--- config.mk ---
export PLATFORM = sky130hd
export DESIGN_NAME = preset_count_sequencer
export DESIGN_NICKNAME = d
export VERILOG_FILES = /design/src/rtl/preset_count_sequencer.sv
export SDC_FILE = /design/constraint.sdc
export NUM_CORES = 1
export LEC_CHECK = 0
export CORE_ASPECT_RATIO = 1.5
export CORE_MARGIN = 2
export CORE_UTILIZATION = 31
export CTS_CLUSTER_DIAMETER = 60
export CTS_CLUSTER_SIZE = 16
export DETAILED_ROUTE_END_ITERATION = 8
export PLACE_DENSITY = 0.58
export SYNTH_ARGS = -nofsm -noshare
export SYNTH_HDL_FRONTEND = slang
export SYNTH_SLANG_ARGS = --single-unit
--- constraint.sdc ---
create_clock -name CLK -period 1.9 [get_ports CLK]
set_input_delay 0.57 -clock CLK [delete_from_list [all_inputs] [get_ports CLK]]
set_output_delay 0.57 -clock CLK [all_outputs]
set_load 0.01 [all_outputs]
--- src/rtl/preset_count_sequencer.sv ---
// preset_count_sequencer: a loadable up/down counter with a five-state run
// controller. A run loads a preset value, counts toward a terminal value and
// then either finishes (one-shot) or reloads and keeps going (auto-reload).
// All state changes happen on the falling edge of CLK. CLR is an asynchronous,
// active-high reset.
module preset_count_sequencer #(
    parameter int WIDTH = 4
) (
    input  logic             CLK,
    input  logic             CLR,
    input  logic             START,
    input  logic             MODE,
    input  logic             DIR,
    input  logic             HOLD,
    input  logic [WIDTH-1:0] LOAD_VAL,
    input  logic [WIDTH-1:0] TERM_VAL,
    output logic [WIDTH-1:0] Q,
    output logic [WIDTH-1:0] T,
    output logic             BUSY,
    output logic             TC,
    output logic             DONE
);

    localparam logic [2:0] S_IDLE  = 3'd0;
    localparam logic [2:0] S_LOAD  = 3'd1;
    localparam logic [2:0] S_COUNT = 3'd2;
    localparam logic [2:0] S_PAUSE = 3'd3;
    localparam logic [2:0] S_DONE  = 3'd4;

    logic [2:0]       state;
    logic [WIDTH-1:0] load_sh;
    logic [WIDTH-1:0] term_sh;
    logic             mode_sh;
    logic             dir_sh;
    logic [WIDTH-1:0] q_step;

    // Next count value in the captured direction; wraps modulo 2^WIDTH.
    assign q_step = dir_sh ? (Q + WIDTH'(1)) : (Q - WIDTH'(1));

    // Status flags decoded straight from the state register.
    assign BUSY = (state != S_IDLE);
    assign DONE = (state == S_DONE);

    // Controller, counter, toggle mask and terminal pulse, all on the falling edge.
    // NOTE: every register here uses <= so all updates see the pre-edge values of
    // Q and the shadows; T is computed from the old Q in the same edge.
    always_ff @(negedge CLK or posedge CLR) begin
        if (CLR) begin
            state   <= S_IDLE;
            Q       <= '0;
            T       <= '0;
            TC      <= 1'b0;
            load_sh <= '0;
            term_sh <= '0;
            mode_sh <= 1'b0;
            dir_sh  <= 1'b0;
        end else begin
            // Pulse-type outputs default to 0 on edges that do not drive them.
            T  <= '0;
            TC <= 1'b0;
            case (state)
                S_IDLE: begin
                    if (START) state <= S_LOAD;
                end
                S_LOAD: begin
                    Q       <= LOAD_VAL;
                    T       <= LOAD_VAL ^ Q;
                    load_sh <= LOAD_VAL;
                    term_sh <= TERM_VAL;
                    mode_sh <= MODE;
                    dir_sh  <= DIR;
                    state   <= S_COUNT;
                end
                S_COUNT: begin
                    if (HOLD) begin
                        // Pause wins over terminal detection; Q and TC stay quiet.
                        state <= S_PAUSE;
                    end else if (Q == term_sh) begin
                        TC <= 1'b1;
                        if (mode_sh) begin
                            Q <= load_sh;
                            T <= load_sh ^ Q;
                        end else begin
                            state <= S_DONE;
                        end
                    end else begin
                        Q <= q_step;
                        T <= q_step ^ Q;
                    end
                end
                S_PAUSE: begin
                    if (!HOLD) state <= S_COUNT;
                end
                S_DONE: begin
                    state <= S_IDLE;
                end
                default: begin
                    state <= S_IDLE;
                end
            endcase
        end
    end

endmodule

==> qor.tcl <==
set qor(tritoncts.num_buffers) 3
set qor(initial_core_util_pct) 31.9
set qor(run_status) {finished, violations left}
set qor(grt_first_pass_wirelength_mm) 5.18
set qor(synth_flop_cell) {sky130_fd_sc_hd__dfrtn_1}
set qor(reg2reg_slack_ns) -0.06
set qor(drc_errors) 0
set qor(floorplan.core_area_sq_um) 3890
set qor(critPathRequiredTime_ns) 1.33
set qor(multi_input_area_sq_um) 682
set qor(setup_viol) 19
set qor(chipHeight_um) 81.5
set qor(insertedDiodeCount) 0
set qor(first_global_vias) 1144
set qor(synth_edf_count) 0
set qor(overflow) 0
set qor(rsz0062_at_grt) {yes}
set qor(fill_cells) 384
set qor(leakagePower_nw) 0.880
set qor(antenna_violations_before_repair) 0
set qor(ys_seq_area_share_pct) 44.4
set qor(post_synth_num_cell_types) 41
set qor(antenna_violating_nets_post_route) 0
set qor(area_growth_pct) 41.9
set qor(io_buffer_count) 24
set qor(ff_latch_area_sq_um) 551
set qor(crit_arrival_ns) 2.09
set qor(worstPathBufferInverterCount) 1
set qor(synth-warning-count) 0
set qor(cpMaxStageDelayCell) {sky130_fd_sc_hd__dfrtn_1}
set qor(worst_pin_slew_ns) 0.471
set qor(finish.cell_count_without_fillers) 223
set qor(synth_simple_gate_area_share_pct) 21.2
set qor(synth.net_count) 150
set qor(max-cap-violations) 0
set qor(htree_levels) 1
set qor(tritoncts) {built}
set qor(layout-drive-gt1-share_pct) 31.5
set qor(post-place-cells) 213
set qor(final_worst_setup_slack_ns) -0.760
set qor(worstSetupEndpointType) {output port}
set qor(top_level_ports) 25
set qor(clock_sink_count) 22
set qor(design_power_total_mw) 2.88
set qor(start_kind) {register}
set qor(synth-xor-area-share_pct) 7.06
set qor(synth_area_sq_um) 1240
set qor(slew-limit-headroom_pct) 68.6
set qor(number_of_max_slew_violations_in_the_final_report) 0
set qor(critical-path-max-stage-delay_ns) 0.37
set qor(drt_iter0_markers) 12
set qor(clk_path_buf_depth) 2
set qor(grt_use_total_pct) 14.6
set qor(postSynthRegisterBits) 22
set qor(finish.net_count) 197
set qor(rows) 28
set qor(hp-class) {reg2reg}
set qor(synth-compound-area-share_pct) 13.8
set qor(synth.area.mux_share_pct) 4.84
set qor(post_cts_hold_buffer_count) 0
set qor(dp_hpwl_mm) 2.27
set qor(path_clk_slew_ns) 0.05
set qor(postSynthAreaPerCell_sq_um) 9.32
set qor(gpl.final_weighted_congestion) 0.799
set qor(wl_per_cell_um) 13.3
set qor(power_density_of_the_placed_cells_nw_per_um2) 1640
set qor(timing.critical_path.max_delay_family) {flip-flops}
set qor(vias_per_cell) 4.90
set qor(share_of_synthesized_flip_flops_with_an_asynchronous_set_or_reset_pct) 100
set qor(timing.final.hold_violations) 0
set qor(violations) {negative setup slack}
set qor(worst_ir_drop_vdd_mv) 0.916
set qor(number_of_vias_in_the_routed_layout) 1093
set qor(netlist_instances) 133
set qor(worst_clock_skew_ns) 0.00436
set qor(critPathKind) {reg2out}
set qor(synth-adder-area-share_pct) 3.63
set qor(clk_latency_ns) 0.28
set qor(cts.root.buffer_cell) {sky130_fd_sc_hd__clkbuf_8}
set qor(critPathMaxFanout) 3
set qor(drt_wl_total_mm) 2.97
set qor(drt-pass1-iter-count) 4
set qor(critical_path.cell_chain) {or3_4 -> buf_6}
set qor(chipWidth_um) 55.6
set qor(fp.dieArea_sq_um) 4530
set qor(synth_top_family_by_area) {simple AND/OR/NAND/NOR gates}
set qor(grt_start_max_net_pins) 23
cells in the mapped netlist (2+ instances only):
master                      n  area (sq um)
sky130_fd_sc_hd__dfrtn_1   22           551
sky130_fd_sc_hd__clkbuf_1   2          7.51
sky130_fd_sc_hd__a21oi_1    4          20.0
sky130_fd_sc_hd__nor2_1     9          33.8
sky130_fd_sc_hd__nand2_1   34           128
sky130_fd_sc_hd__a31oi_1    2          12.5
sky130_fd_sc_hd__buf_2      2          10.0
sky130_fd_sc_hd__nand2b_1   2          12.5
sky130_fd_sc_hd__ha_1       2          25.0
sky130_fd_sc_hd__o21ai_0    4          20.0
sky130_fd_sc_hd__inv_1      7          26.3
sky130_fd_sc_hd__mux2i_1    6          60.1
sky130_fd_sc_hd__xnor2_1    7          61.3
sky130_fd_sc_hd__xor2_1     3          26.3
path summary, 6_finish.rpt:
check                      cells after the start                    from                     end
max                                            2    state[0]$_DFFE_NP0P_                    BUSY
min                                            2  term_sh[0]$_DFFE_NP0P_  term_sh[0]$_DFFE_NP0P_
max reg2reg                                    8    state[1]$_DFFE_NP0P_        Q[3]$_DFFE_NP0P_
min reg2reg                                    2  term_sh[0]$_DFFE_NP0P_  term_sh[0]$_DFFE_NP0P_
max in group asynchronous                      3                     CLR        Q[0]$_DFFE_NP0P_
min in group asynchronous                      3                     CLR    state[0]$_DFFE_NP0P_
layout make-up:
type	count	area share, %
clock buffers	3	2.35
multi-input cells	98	38.8
flip-flops and latches	22	31.3
inverters	7	1.49
well taps	45	3.20
repair buffers	48	22.9
metrics by stage:
| stage | hold WS [ns] | area (sq um) | setup TNS [ns] | worst slack, ns | utilization (%) |
|---|---|---|---|---|---|
| 4_1_cts | 0.447 | 1720 | -5.98 | -0.774 | 44.3 |
| 5_1_grt | 0.487 | 1760 | -6.52 | -0.792 | 45.2 |
| 6_report | 0.440 | 1760 | -5.88 | -0.760 | 45.2 |
| 3_5_place_dp | 0.445 | 1670 | -20.17 | -0.987 | 43.1 |
| 3_3_place_gp | 0.444 | 1670 | -19.57 | -0.965 | 43.1 |
| 2_1_floorplan | 0.419 | 1280 | -3.04 | -0.408 | - |
cells by family (layout without fill, tap and decap cells):
group / Yosys count / in the layout
fa+ha+maj: 3 / 3
flops: 22 / 22
mux: 6 / 6
simple gates: 56 / 56
buf+inv: 13 / 58
xor+xnor: 10 / 10
compound gates: 23 / 23
power breakdown:
part / internal, mW / switching, mW
Sequential: 0.691 / 0.147
Clock: 0.142 / 0.152
Combinational: 0.869 / 0.884
Total: 1.70 / 1.18
cell usage in the layout, fill, tap and decap left out, types with 3 or more instances in the layout:
master,count
sky130_fd_sc_hd__a21oi_1,3
sky130_fd_sc_hd__buf_2,11
sky130_fd_sc_hd__buf_4,21
sky130_fd_sc_hd__buf_6,4
sky130_fd_sc_hd__clkbuf_8,3
sky130_fd_sc_hd__dfrtn_1,22
sky130_fd_sc_hd__dlymetal6s2s_1,5
sky130_fd_sc_hd__inv_1,6
sky130_fd_sc_hd__mux2i_1,5
sky130_fd_sc_hd__nand2_1,34
sky130_fd_sc_hd__nor2_1,7
sky130_fd_sc_hd__o21ai_0,3
sky130_fd_sc_hd__xnor2_1,7
sky130_fd_sc_hd__xor2_1,3
layer usage:
metal  vias up  wire [um]  share of wire (%)  GRT usage, %
met2        20       1720                 58          28.7
met4         0         44                1.5          5.37
met3         5         88                3.0          2.20
met5         -          0                  0             0
li1        540          -                  -             -
met1       528       1120                 38          15.7
sequential cells by signal, indices dropped and copies added, names as in the netlist:
register and count:
T 4, term_sh 4, load_sh 4, mode_sh 1, TC 1, Q 4
state 3, dir_sh 1
timing repair:
| item | in CTS | in global routing |
|---|---|---|
| resized for setup | 71 | 10 |
| endpoints found under the setup margin | 28 | 26 |
| setup buffers | 5 | 2 |
| pin swaps | 8 | 7 |
| cloned | 0 | 0 |
worst min-delay path, cell delays in order (launching register included):
cell                      delay (ns)
sky130_fd_sc_hd__dfrtn_1        0.42
sky130_fd_sc_hd__nand2_1        0.05
sky130_fd_sc_hd__nand2_1        0.06
Note: power is estimated with default switching activity, not from simulation.
